[config.mk]
export PLATFORM = sky130hd
export DESIGN_NAME = vram_port_arbiter
export DESIGN_NICKNAME = d
export VERILOG_FILES = /design/src/rtl/vram_port_arbiter.sv
export SDC_FILE = /design/constraint.sdc
export NUM_CORES = 1
export LEC_CHECK = 0
export BUFFER_PORTS_ARGS = -buffer_cell sky130_fd_sc_hd__buf_2
export CAP_MARGIN = 0
export CELL_PAD_IN_SITES_DETAIL_PLACEMENT = 1
export CELL_PAD_IN_SITES_GLOBAL_PLACEMENT = 1
export CORE_MARGIN = 5
export CORE_UTILIZATION = 31
export CTS_CLUSTER_DIAMETER = 40
export DETAILED_ROUTE_END_ITERATION = 6
export PLACE_DENSITY_LB_ADDON = 0.1
export RECOVER_POWER = 25
export SKIP_LAST_GASP = 1
export SYNTH_ARGS = -nofsm -noshare
export SYNTH_HDL_FRONTEND = slang
export SYNTH_SLANG_ARGS = --single-unit
[constraint.sdc]
create_clock -name CLOCK_50 -period 2.77 [get_ports CLOCK_50]
set_input_delay 0.277 -clock CLOCK_50 [delete_from_list [all_inputs] [get_ports CLOCK_50]]
set_output_delay 0.277 -clock CLOCK_50 [all_outputs]
set_load 0.01 [all_outputs]
[src/rtl/vram_port_arbiter.sv]
// -----------------------------------------------------------------------------
// vram_port_arbiter
//
// Shares a single video-memory port between the CPU (load/store) and the VGA
// scan-out fetch engine. One access is granted per clock. VGA normally wins,
// but after MAX_VGA_STREAK consecutive VGA grants while the CPU is waiting, the
// CPU is guaranteed the next slot (unless VGA is flagged urgent). Memory
// commands are registered. Read data is steered back to whichever requester
// issued the read, using a tag pipeline matched to the memory read latency.
//
// Ports
//   CLOCK_50            system clock, rising edge
//   resetn              asynchronous active-low reset
//   vga_req/vga_urgent  VGA fetch request / line buffer near underrun
//   vga_addr            VGA read word address
//   vga_gnt             VGA request accepted this cycle (combinational)
//   vga_rvalid/rdata    VGA read return (rdata is 0 while rvalid is 0)
//   cpu_req/we          CPU access request, 1 = write
//   cpu_addr/wdata      CPU word address / write data
//   cpu_gnt             CPU request accepted this cycle (combinational)
//   cpu_rvalid/rdata    CPU read return (rdata is 0 while rvalid is 0)
//   mem_addr/wdata      registered memory address / write data
//   mem_wren/rden       registered write / read enables
//   mem_q               memory read data, valid RD_LAT cycles after mem_rden
// -----------------------------------------------------------------------------
module vram_port_arbiter #(
  parameter int ADDR_W         = 15,
  parameter int DATA_W         = 32,
  parameter int RD_LAT         = 2,
  parameter int MAX_VGA_STREAK = 4
) (
  input  logic              CLOCK_50,
  input  logic              resetn,
  input  logic              vga_req,
  input  logic              vga_urgent,
  input  logic [ADDR_W-1:0] vga_addr,
  output logic              vga_gnt,
  output logic              vga_rvalid,
  output logic [DATA_W-1:0] vga_rdata,
  input  logic              cpu_req,
  input  logic              cpu_we,
  input  logic [ADDR_W-1:0] cpu_addr,
  input  logic [DATA_W-1:0] cpu_wdata,
  output logic              cpu_gnt,
  output logic              cpu_rvalid,
  output logic [DATA_W-1:0] cpu_rdata,
  output logic [ADDR_W-1:0] mem_addr,
  output logic [DATA_W-1:0] mem_wdata,
  output logic              mem_wren,
  output logic              mem_rden,
  input  logic [DATA_W-1:0] mem_q
);

  typedef enum logic [0:0] {
    PRI_VGA = 1'b0,
    PRI_CPU = 1'b1
  } pri_state_t;

  // Owner encoding carried through the tag pipeline.
  localparam logic OWN_VGA = 1'b0;
  localparam logic OWN_CPU = 1'b1;

  localparam logic [3:0] STREAK_MAX  = 4'(MAX_VGA_STREAK);
  localparam logic [3:0] STREAK_LAST = 4'(MAX_VGA_STREAK - 1);

  pri_state_t          state_r;
  logic [3:0]          streak_cnt_r;

  logic                vga_gnt_s;
  logic                cpu_gnt_s;
  logic                rd_xfer_s;
  logic                rd_owner_s;

  logic [ADDR_W-1:0]   mem_addr_r;
  logic [DATA_W-1:0]   mem_wdata_r;
  logic                mem_wren_r;
  logic                mem_rden_r;

  // Tag pipeline: stage 0 is loaded at the same edge as the memory command,
  // so stage RD_LAT-1 is valid in the cycle just before mem_q holds the data.
  logic [RD_LAT-1:0]   tag_valid_r;
  logic [RD_LAT-1:0]   tag_owner_r;

  logic                vga_rvalid_r;
  logic                cpu_rvalid_r;

  // Grant selection: depends only on request inputs and registered state.
  always_comb begin
    vga_gnt_s = 1'b0;
    cpu_gnt_s = 1'b0;
    case (state_r)
      PRI_VGA: begin
        if (vga_req) begin
          vga_gnt_s = 1'b1;
        end else if (cpu_req) begin
          cpu_gnt_s = 1'b1;
        end else begin
          vga_gnt_s = 1'b0;
          cpu_gnt_s = 1'b0;
        end
      end
      PRI_CPU: begin
        // Urgent VGA overrides fairness; an idle CPU never blocks VGA.
        if (vga_req && vga_urgent) begin
          vga_gnt_s = 1'b1;
        end else if (cpu_req) begin
          cpu_gnt_s = 1'b1;
        end else if (vga_req) begin
          vga_gnt_s = 1'b1;
        end else begin
          vga_gnt_s = 1'b0;
          cpu_gnt_s = 1'b0;
        end
      end
      default: begin
        vga_gnt_s = 1'b0;
        cpu_gnt_s = 1'b0;
      end
    endcase
  end

  // Classify the current transfer for the tag pipeline.
  always_comb begin
    rd_xfer_s  = 1'b0;
    rd_owner_s = OWN_VGA;
    if (vga_gnt_s) begin
      rd_xfer_s  = 1'b1;
      rd_owner_s = OWN_VGA;
    end else if (cpu_gnt_s) begin
      rd_xfer_s  = ~cpu_we;
      rd_owner_s = OWN_CPU;
    end else begin
      rd_xfer_s  = 1'b0;
      rd_owner_s = OWN_VGA;
    end
  end

  // Fairness FSM and VGA streak counter.
  always_ff @(posedge CLOCK_50 or negedge resetn) begin
    if (!resetn) begin
      state_r      <= PRI_VGA;
      streak_cnt_r <= 4'd0;
    end else begin
      case (state_r)
        PRI_VGA: begin
          if (vga_gnt_s && cpu_req && (streak_cnt_r == STREAK_LAST)) begin
            state_r <= PRI_CPU;
          end else begin
            state_r <= PRI_VGA;
          end
        end
        PRI_CPU: begin
          if (cpu_gnt_s || !cpu_req) begin
            state_r <= PRI_VGA;
          end else begin
            state_r <= PRI_CPU;
          end
        end
        default: begin
          state_r <= PRI_VGA;
        end
      endcase

      // The streak only measures how long a waiting CPU has been passed over.
      if (!cpu_req || cpu_gnt_s) begin
        streak_cnt_r <= 4'd0;
      end else if (vga_gnt_s && (streak_cnt_r != STREAK_MAX)) begin
        streak_cnt_r <= streak_cnt_r + 4'd1;
      end else begin
        streak_cnt_r <= streak_cnt_r;
      end
    end
  end

  // Registered memory command; address and write data hold when idle.
  always_ff @(posedge CLOCK_50 or negedge resetn) begin
    if (!resetn) begin
      mem_addr_r  <= '0;
      mem_wdata_r <= '0;
      mem_wren_r  <= 1'b0;
      mem_rden_r  <= 1'b0;
    end else if (vga_gnt_s) begin
      mem_addr_r  <= vga_addr;
      mem_wren_r  <= 1'b0;
      mem_rden_r  <= 1'b1;
    end else if (cpu_gnt_s) begin
      mem_addr_r  <= cpu_addr;
      mem_wdata_r <= cpu_wdata;
      mem_wren_r  <= cpu_we;
      mem_rden_r  <= ~cpu_we;
    end else begin
      mem_wren_r  <= 1'b0;
      mem_rden_r  <= 1'b0;
    end
  end

  // Tag pipeline shift plus registered per-owner read-valid outputs.
  always_ff @(posedge CLOCK_50 or negedge resetn) begin
    if (!resetn) begin
      tag_valid_r  <= '0;
      tag_owner_r  <= '0;
      vga_rvalid_r <= 1'b0;
      cpu_rvalid_r <= 1'b0;
    end else begin
      tag_valid_r[0] <= rd_xfer_s;
      tag_owner_r[0] <= rd_owner_s;
      for (int k = 1; k < RD_LAT; k++) begin
        tag_valid_r[k] <= tag_valid_r[k-1];
        tag_owner_r[k] <= tag_owner_r[k-1];
      end
      vga_rvalid_r <= tag_valid_r[RD_LAT-1] & (tag_owner_r[RD_LAT-1] == OWN_VGA);
      cpu_rvalid_r <= tag_valid_r[RD_LAT-1] & (tag_owner_r[RD_LAT-1] == OWN_CPU);
    end
  end

  assign vga_gnt    = vga_gnt_s;
  assign cpu_gnt    = cpu_gnt_s;
  assign mem_addr   = mem_addr_r;
  assign mem_wdata  = mem_wdata_r;
  assign mem_wren   = mem_wren_r;
  assign mem_rden   = mem_rden_r;
  assign vga_rvalid = vga_rvalid_r;
  assign cpu_rvalid = cpu_rvalid_r;

  // mem_q arrives in the same cycle as rvalid, so read data is gated rather
  // than registered; it reads 0 whenever the owner's rvalid is low.
  assign vga_rdata  = vga_rvalid_r ? mem_q : '0;
  assign cpu_rdata  = cpu_rvalid_r ? mem_q : '0;

endmodule

==> results of run 1 <==
==> how the worst min path moves through the flow <==
stage                endpoint  depth (start not counted)
2_1_floorplan      cpu_rvalid                          0
3_3_place_gp   tag_owner_r[1]                          0
3_5_place_dp   tag_owner_r[1]                          0
4_1_cts          mem_wdata[2]                          2
5_1_grt           mem_addr[6]                          2
6_report       tag_valid_r[0]                          2
==> kinds of logic after synthesis <==
group                      count (synthesis)
buffers and inverters                     18
muxes                                     64
AOI/OAI and AO/OA                          6
DFF                                       59
and+or+nand+nor                           79
adders and majority gates                  2
xor gates and xnor gates                   1
==> cell type report <==
class	instances	share of cell area [%]
clock buffers	13	3.77
clock inverters	2	0.831
inverters	6	0.653
multi-input cells	152	30.5
flip-flops and latches	59	35.0
well taps	111	3.30
repair buffers	218	26.0
==> report_power, final <==
part | switching [mW] | leakage (nW) | internal, mW
clock network | 0.313 | 0.0995 | 0.459
registers | 0.0613 | 0.705 | 0.962
logic | 0.242 | 1.44 | 0.270
==> sequential cells by signal (all words and copies together), names as in the netlist <==
signal        cells
tag_valid_r       2
tag_owner_r       2
streak_cnt_r      4
state_r           1
mem_wdata        32
mem_wren          1
cpu_rvalid        1
mem_addr         15
vga_rvalid        1
==> cell usage after synthesis <==
| library cell | instances |
|---|---|
| inv_6 | 1 |
| mux2_4 | 1 |
| clkbuf_8 | 1 |
| mux2_2 | 59 |
| nand3b_1 | 1 |
| o21ai_0 | 1 |
| inv_1 | 5 |
| ha_1 | 2 |
| nand2b_4 | 1 |
| clkbuf_1 | 6 |
| nand3_1 | 2 |
| buf_6 | 4 |
| a31oi_1 | 1 |
| nor2b_1 | 1 |
| nor3_1 | 1 |
| nor2_1 | 6 |
| buf_8 | 1 |
| a21oi_1 | 2 |
| mux2_1 | 2 |
| dfrtp_1 | 59 |
| mux2i_1 | 2 |
| a21oi_4 | 1 |
| and2_1 | 66 |
| o21ai_4 | 1 |
| xnor2_1 | 1 |
| nand2_1 | 1 |
==> metal layers <==
metal / up-vias / track usage (%) / share of wire [%]
met2: 133 / 28.2 / 50
met1: 1183 / 17.4 / 38
met4: 0 / 4.93 / 0.58
li1: 1195 / - / -
met5: - / 0 / 0
met3: 7 / 5.66 / 11
==> through the flow <==
stage	utilization [%]	instance area [um2]	setup slack (ns)	hold WS (ns)	power [mW]
2_1_floorplan	-	2890	1.44	-0.0186	1.29
6_report	46.0	4210	0.847	0.169	2.31
5_1_grt	46.0	4210	0.744	0.171	2.45
4_1_cts	46.2	4220	0.880	0.138	2.36
3_3_place_gp	44.0	4030	1.01	0.338	1.55
3_5_place_dp	44.0	4030	0.963	0.336	1.57
==> impl_metrics.ini, run 1 <==
[die]
io_pins = 217
core_um2 = 9150
die_h_um = 107
start_util_pct = 31.6
dieArea_um2 = 11400
fp-row-count = 35
die_x_um = 107

[clocking]
cts-root-buf = clkbuf_8
cts_setup_buffers = 0
htree_num_levels = 3
ctsHoldBuffers = 0
cts.reportedPaths.clkPinSlew_ns = 0.06
clock-sinks = 59
insertion_delay_ns = 0.32
post_cts_resize_count = 0
clk_path_buf_depth = 2
cts_tree = done
numCtsBuffers = 9

[pwr]
power.leakage_nw = 2.25
p_per_area_nw_per_um2 = 548
ir_drop_uv = 293

[worst_setup_path]
r2r.worst_path.cells = 4
crit_path_end_kind = output pin
crit_chain = nand2b_1 -> a21oi_4 -> buf_4 -> buf_2
critical_path_depth = 4
critPathBufInv = 2
crit_fanout = 34
worstSetupStartpoint = state_r
slowest_stage = buf_4
rr_startpoint = state_r
timing.rr.end = mem_wdata[22]
cpLargestDelayFamily = buffers and inverters
worst_path_largest_cell_delay_ns = 0.39
worstSetupStartpointType = register
crit_path_end = cpu_gnt
crit_required_ns = 2.49
crit_arrival_ns = 1.65
criticalPathCategory = reg -> out
worst-r2r-setup-slack_ns = 1.14

[grt]
grt_pass1_wl_um = 14100
antenna_found_initial = 0
grt_max_degree = 60
grt_overflow_total = 0
grt_pass1_vias = 2679
track_usage_pct = 15.8

[job]
drv_cap = 0

[synthesis]
synth_top_area_cell = dfrtp_1
syn_inst = 229
ys_seq_elements = 59
synth_xor_area_share_pct = 0.303
yosys-top-cells-area = dfrtp_1 51%, mux2_2 23%, and2_1 14%
ys_warn_count = 0
synth_top_family_by_area = multiplexers
synth_top_area_share_pct = 51.1
synthesis.nets = 331
synthAdderAreaFrac_pct = 0.865
synth-seq-area-share_pct = 51.1
syn_avg_cell_area_um2 = 12.6
syn_area_um2 = 2890
synthMuxAreaShare_pct = 25.0
synth-simple-area-share_pct = 16.7
ys_types = 26
synth_compound_area_share_pct = 1.86

[drt]
drc = 0
vias_per_cell = 4.49
vias = 2518
antenna_left = 0
detail_route.wl_per_cell_um = 16.3
wl_um = 9120
firstDrtPassIters = 4
drt_iter0_markers = 91

[sta]
post-route-period-util_pct = 69.4
hold_violations = 0
fin_crit_ns = 1.92
fmax_mhz = 520
worst-slew-pin-transition_ns = 1.46
maxSlewHeadroom_pct = 2.34
grt_setup_unrepaired = no
setup_violations = 0
finalSetupTns_ns = 0
fin_skew_ns = 0.00691
maxSlewViolCount = 0

[placement]
io_buffers = 216
dp_hpwl_um = 7290
routabilityCongestion = 0.727
placedCellCount = 546

[final_layout]
multi_input_area_um2 = 1280
drive_above_1_share_pct = 65.3
area_growth_pct = 45.7
nNetsFinal = 548
final_cell_mix = 216 x buf_2, 65 x and2_1, 59 x mux2_2, 59 x dfrtp_1, 11 x clkbuf_8
seq_area_um2 = 1480
instances_no_fill = 561
layout_commonest_cell = buf_2
fillers = 1068
num_antenna_cells = 0

[hold_path]
min_from = cpu_we
hp-class = in -> reg

[run_status]
outcome = finished, final reports clean
No activity file was read; power rests on OpenSTA's default activity.
==> run 2: changes to the inputs <==
--- a/config.mk
+++ b/config.mk
@@ -10,7 +10,7 @@
 export CELL_PAD_IN_SITES_DETAIL_PLACEMENT = 1
 export CELL_PAD_IN_SITES_GLOBAL_PLACEMENT = 1
 export CORE_MARGIN = 5
-export CORE_UTILIZATION = 31
+export CORE_UTILIZATION = 26
 export CTS_CLUSTER_DIAMETER = 40
 export DETAILED_ROUTE_END_ITERATION = 6
 export PLACE_DENSITY_LB_ADDON = 0.1
==> constraint.sdc (replaced) <==
create_clock -name CLOCK_50 -period 1.57 [get_ports CLOCK_50]
set_input_delay 0.157 -clock CLOCK_50 [delete_from_list [all_inputs] [get_ports CLOCK_50]]
set_output_delay 0.157 -clock CLOCK_50 [all_outputs]
set_load 0.01 [all_outputs]
==> run 2 against run 1 <==
Effect of this change: critical path depth rose by 1; combinational power rose by 87%; utilization fell by 5.9 points; flip-flop and latch count did not move; wire length barely moved; clock power rose by 75%; hold slack got worse by 0.14 ns; via count rose by 0.56%; die area rose by 17%; register-to-register slack got worse by 0.98 ns; clock skew fell by 0.0014 ns; non-clock buffer count rose by 8.
==> impl_metrics.ini, run 2 (synthesis gave the netlist of run 1 again) <==
[final_layout]
final_cell_mix = 216 x buf_2, 66 x and2_1, 59 x mux2_2, 59 x dfrtp_1, 11 x clkbuf_8
seq_area_um2 = 1480
largest_reg_flops = 32
area_growth_pct = 51.0
num_antenna_cells = 0
drive_above_1_share_pct = 65.9
nNetsFinal = 556
fillers = 1281
multi_input_area_um2 = 1290
layout_commonest_cell = buf_2

[clocking]
cts-root-buf = clkbuf_8
post_cts_resize_count = 0
clock-sinks = 59
numCtsBuffers = 9
htree_num_levels = 3
cts_tree = done
insertion_delay_ns = 0.32
clk_path_buf_depth = 2
cts.reportedPaths.clkPinSlew_ns = 0.06

[drt]
vias = 2532
vias_per_cell = 4.23
firstDrtPassIters = 2
drc = 0
detail_route.wl_per_cell_um = 15.2
antenna_left = 0
drt_iter0_markers = 44
wl_um = 9120

[hold_path]
min_from = cpu_we
hp-class = in -> reg
whs_path_depth = 2
min_to = tag_valid_r[0]

[die]
start_util_pct = 26.6
io_pins = 217
dieArea_um2 = 13300
fp-row-count = 38
core_um2 = 10900
die_h_um = 115
die_x_um = 115

[worst_setup_path]
crit_required_ns = 1.41
worstSetupStartpoint = state_r
crit_arrival_ns = 1.33
timing.rr.end = mem_wdata[2]
criticalPathCategory = reg -> out
r2r.worst_path.cells = 5
rr_startpoint = state_r
worst-r2r-setup-slack_ns = 0.16
crit_path_end_kind = output pin
worstSetupStartpointType = register
crit_fanout = 9

[sta]
fin_skew_ns = 0.00554
hold_violations = 0
whs_ns = 0.0320
fmax_mhz = 674
grt_setup_unrepaired = no
post-route-period-util_pct = 94.4
maxSlewViolCount = 0
fin_crit_ns = 1.48
setup_violations = 0
finalSetupTns_ns = 0
maxSlewHeadroom_pct = 44.7
worst-slew-pin-transition_ns = 0.830

[pwr]
ir_drop_uv = 468
p_per_area_nw_per_um2 = 937
fin_total_pwr_mw = 4.09
power.leakage_nw = 2.31

[grt]
grt_overflow_total = 0
grt_max_degree = 60
grt_pass1_wl_um = 13400
antenna_found_initial = 1
grt_pass1_vias = 2587
track_usage_pct = 13.0

[placement]
io_buffers = 216
dp_hpwl_um = 7270
routabilityCongestion = 0.678

[run_status]
outcome = finished, final reports clean

[job]
drv_cap = 0
## run 2: metal layers
| layer | vias to the layer above | GRT usage, % | share of wire (%) | wire [um] |
|---|---|---|---|---|
| li1 | 1207 | - | - | - |
| met1 | 1175 | 14.1 | 36 | 3250 |
| met2 | 134 | 23.1 | 50 | 4580 |
| met3 | 14 | 4.80 | 12 | 1140 |
| met4 | 2 | 5.16 | 1.4 | 128 |
| met5 | - | 0 | 0.22 | 20 |
## run 2: per-stage QoR
step                      cells  utilization (%)  area, um2  setup slack [ns]
after floorplan             229                -       2890             0.237
after global placement      580             38.0       4140             0.228
after detailed placement    580             38.0       4140             0.204
after CTS                   596             39.9       4350           0.00666
after global routing        598             40.1       4370           0.00441
final                       598             40.1       4370            0.0874
## run 2: worst max-delay path: stages (launching register included)
cell	delay (ns)
dfrtp_1	0.39
nand2b_4	0.09
o21ai_4	0.14
buf_4	0.20
inv_1	0.05
buf_2	0.13
## run 2: power by group
| part | switching, mW | total (mW) | internal [mW] |
|---|---|---|---|
| combinational | 0.454 | 0.957 | 0.503 |
| sequential | 0.0822 | 1.78 | 1.70 |
| clock | 0.543 | 1.35 | 0.810 |
| total | 1.08 | 4.09 | 3.01 |
## run 2: worst max path at each step
stage / cells past startpoint / end
floorplan: 4 / mem_wdata[1]
global route: 5 / vga_gnt
detailed placement: 4 / mem_wdata[10]
CTS: 4 / cpu_gnt
finish: 5 / vga_gnt
global placement: 4 / mem_wdata[4]
## run 2: layout make-up
class	count	share of cell area, %
flip-flops and latches	59	33.8
multi-input cells	152	29.6
repair buffers	226	27.5
well taps	140	4.01
clock buffers	13	3.64
clock inverters	2	0.803
inverters	6	0.631
## run 2: timing repair
item,4_1_cts,5_1_grt
hold buffers,1,0
setup endpoints to repair,0,1
hold endpoints to repair,59,0
buffers inserted,0,1
==> run 3: changes to the inputs <==
--- a/config.mk
+++ b/config.mk
@@ -15,6 +15,7 @@
 export DETAILED_ROUTE_END_ITERATION = 6
 export PLACE_DENSITY_LB_ADDON = 0.1
 export RECOVER_POWER = 25
+export SETUP_SLACK_MARGIN = 0.2
 export SKIP_LAST_GASP = 1
 export SYNTH_ARGS = -nofsm -noshare
 export SYNTH_HDL_FRONTEND = slang
==> run 3 against run 2 <==
Effect of this change: utilization increased by 2.8 points; fmax increased by 5.1%; sequential share of layout area decreased by 2.2 points; clock skew increased by 0.00063 ns; total power increased by 3.8%; register-to-register slack about the same; cell count increased by 1.8%; wire length increased by 6.4%; die area unchanged; sequential power about the same.
==> impl_metrics.ini, run 3 (synthesis gave the netlist of run 1 again) <==
[run_status]
outcome = finished, final reports clean

[clocking]
numCtsBuffers = 9
htree_num_levels = 3
clk_path_buf_depth = 2
cts.reportedPaths.clkPinSlew_ns = 0.06
clock-sinks = 59
cts_tree = done
insertion_delay_ns = 0.32
cts-root-buf = clkbuf_8

[hold_path]
min_from = cpu_we
whs_path_depth = 2
min_to = tag_valid_r[0]
hp-class = in -> reg

[sta]
hold_violations = 0
fin_skew_ns = 0.00617
finalSetupTns_ns = 0
maxSlewViolCount = 0
worst-slew-pin-transition_ns = 0.824
grt_setup_unrepaired = yes
fin_crit_ns = 1.41
maxSlewHeadroom_pct = 45.1
fmax_mhz = 709
setup_violations = 0
post-route-period-util_pct = 89.9
whs_ns = 0.0325

[worst_setup_path]
timing.rr.end = mem_wdata[13]
worstSetupStartpointType = register
crit_arrival_ns = 1.62
criticalPathCategory = reg -> reg
crit_fanout = 8
rr_startpoint = state_r
r2r.worst_path.cells = 5
worstSetupStartpoint = state_r
worst-r2r-setup-slack_ns = 0.16
crit_path_end_kind = register
crit_required_ns = 1.78

[drt]
drt_iter0_markers = 39
detail_route.wl_per_cell_um = 15.9
vias_per_cell = 4.27
antenna_left = 0
drc = 0
wl_um = 9700
firstDrtPassIters = 2
vias = 2598

[placement]
placedCellCount = 580
routabilityCongestion = 0.678
dp_hpwl_um = 7270
io_buffers = 216

[grt]
grt_pass1_wl_um = 13800
grt_max_degree = 60
grt_overflow_total = 0
grt_pass1_vias = 2627
antenna_found_initial = 1
track_usage_pct = 13.5

[die]
die_h_um = 115
core_um2 = 10900
io_pins = 217
die_x_um = 115
start_util_pct = 26.6
fp-row-count = 38
dieArea_um2 = 13300

[final_layout]
drive_above_1_share_pct = 67.4
layout_commonest_cell = buf_2
area_growth_pct = 61.5
num_antenna_cells = 0
largest_reg_flops = 32
final_cell_mix = 214 x buf_2, 66 x and2_1, 59 x dfrtp_1
fillers = 1265
instances_no_fill = 609
nNetsFinal = 567

[job]
drv_cap = 0

[pwr]
p_per_area_nw_per_um2 = 909
power.leakage_nw = 2.50
ir_drop_uv = 473
run 3: changes by cell type in the layout (fill, tap and decap cells not counted), sizes merged:
cell    before  now
buf        223  232
clkbuf      15   17
run 3: stage by stage:
step | area, um2 | power (mW) | worst slack, ns | util (%)
final | 4670 | 4.25 | 0.159 | 42.9
after global routing | 4670 | 4.46 | 0.123 | 42.9
after CTS | 4460 | 4.21 | 0.132 | 40.9
after detailed placement | 4140 | 2.79 | 0.204 | 38.0
after global placement | 4140 | 2.76 | 0.228 | 38.0
after floorplan | 2890 | 2.28 | 0.237 | -
run 3: area by class of cell:
class,count,area [um2],share of cell area [%]
Sequential cell,59,1480,31.6
Timing Repair Buffer,237,1400,30.1
Multi-Input combinational cell,152,1390,29.8
Tap cell,140,175,3.75
Clock buffer,13,159,3.40
Clock inverter,2,35.0,0.750
Inverter,6,27.5,0.589
run 3: routing by layer:
metal	track usage, %	routed length [um]	vias up
met4	5.16	144	2
met2	24.3	4910	137
met3	4.80	1150	15
met5	0	20	-
li1	-	-	1231
met1	14.5	3480	1213
run 3: worst max-delay path by stage:
stage                          endpoint  slack, ns  depth (start not counted)
after floorplan            mem_wdata[1]       0.24                          4
after global placement     mem_wdata[4]       0.23                          4
after detailed placement  mem_wdata[10]       0.20                          4
after CTS                       vga_gnt       0.13                          5
after global routing            vga_gnt       0.12                          5
final                     mem_wdata[13]       0.16                          5
run 3: what timing repair did:
| action | 4_1_cts | 5_1_grt |
|---|---|---|
| gates cloned | 1 | 3 |
| hold buffers | 1 | 0 |
| setup endpoints to repair | 66 | 93 |
| hold endpoints to repair | 59 | 0 |
| setup buffers | 7 | 2 |
| resized for setup | 6 | 36 |
| pin swaps | 2 | 1 |
run 3: power by group:
part	switching, mW	internal, mW	total, mW
Sequential	0.0909	1.70	1.79
Clock	0.552	0.810	1.36
Combinational	0.482	0.613	1.10
run 3: critical path: stages, from the launching register on:
cell	delay, ns
dfrtp_1	0.39
nand2b_4	0.09
a21oi_4	0.18
buf_6	0.17
clkbuf_16	0.17
mux2_4	0.30
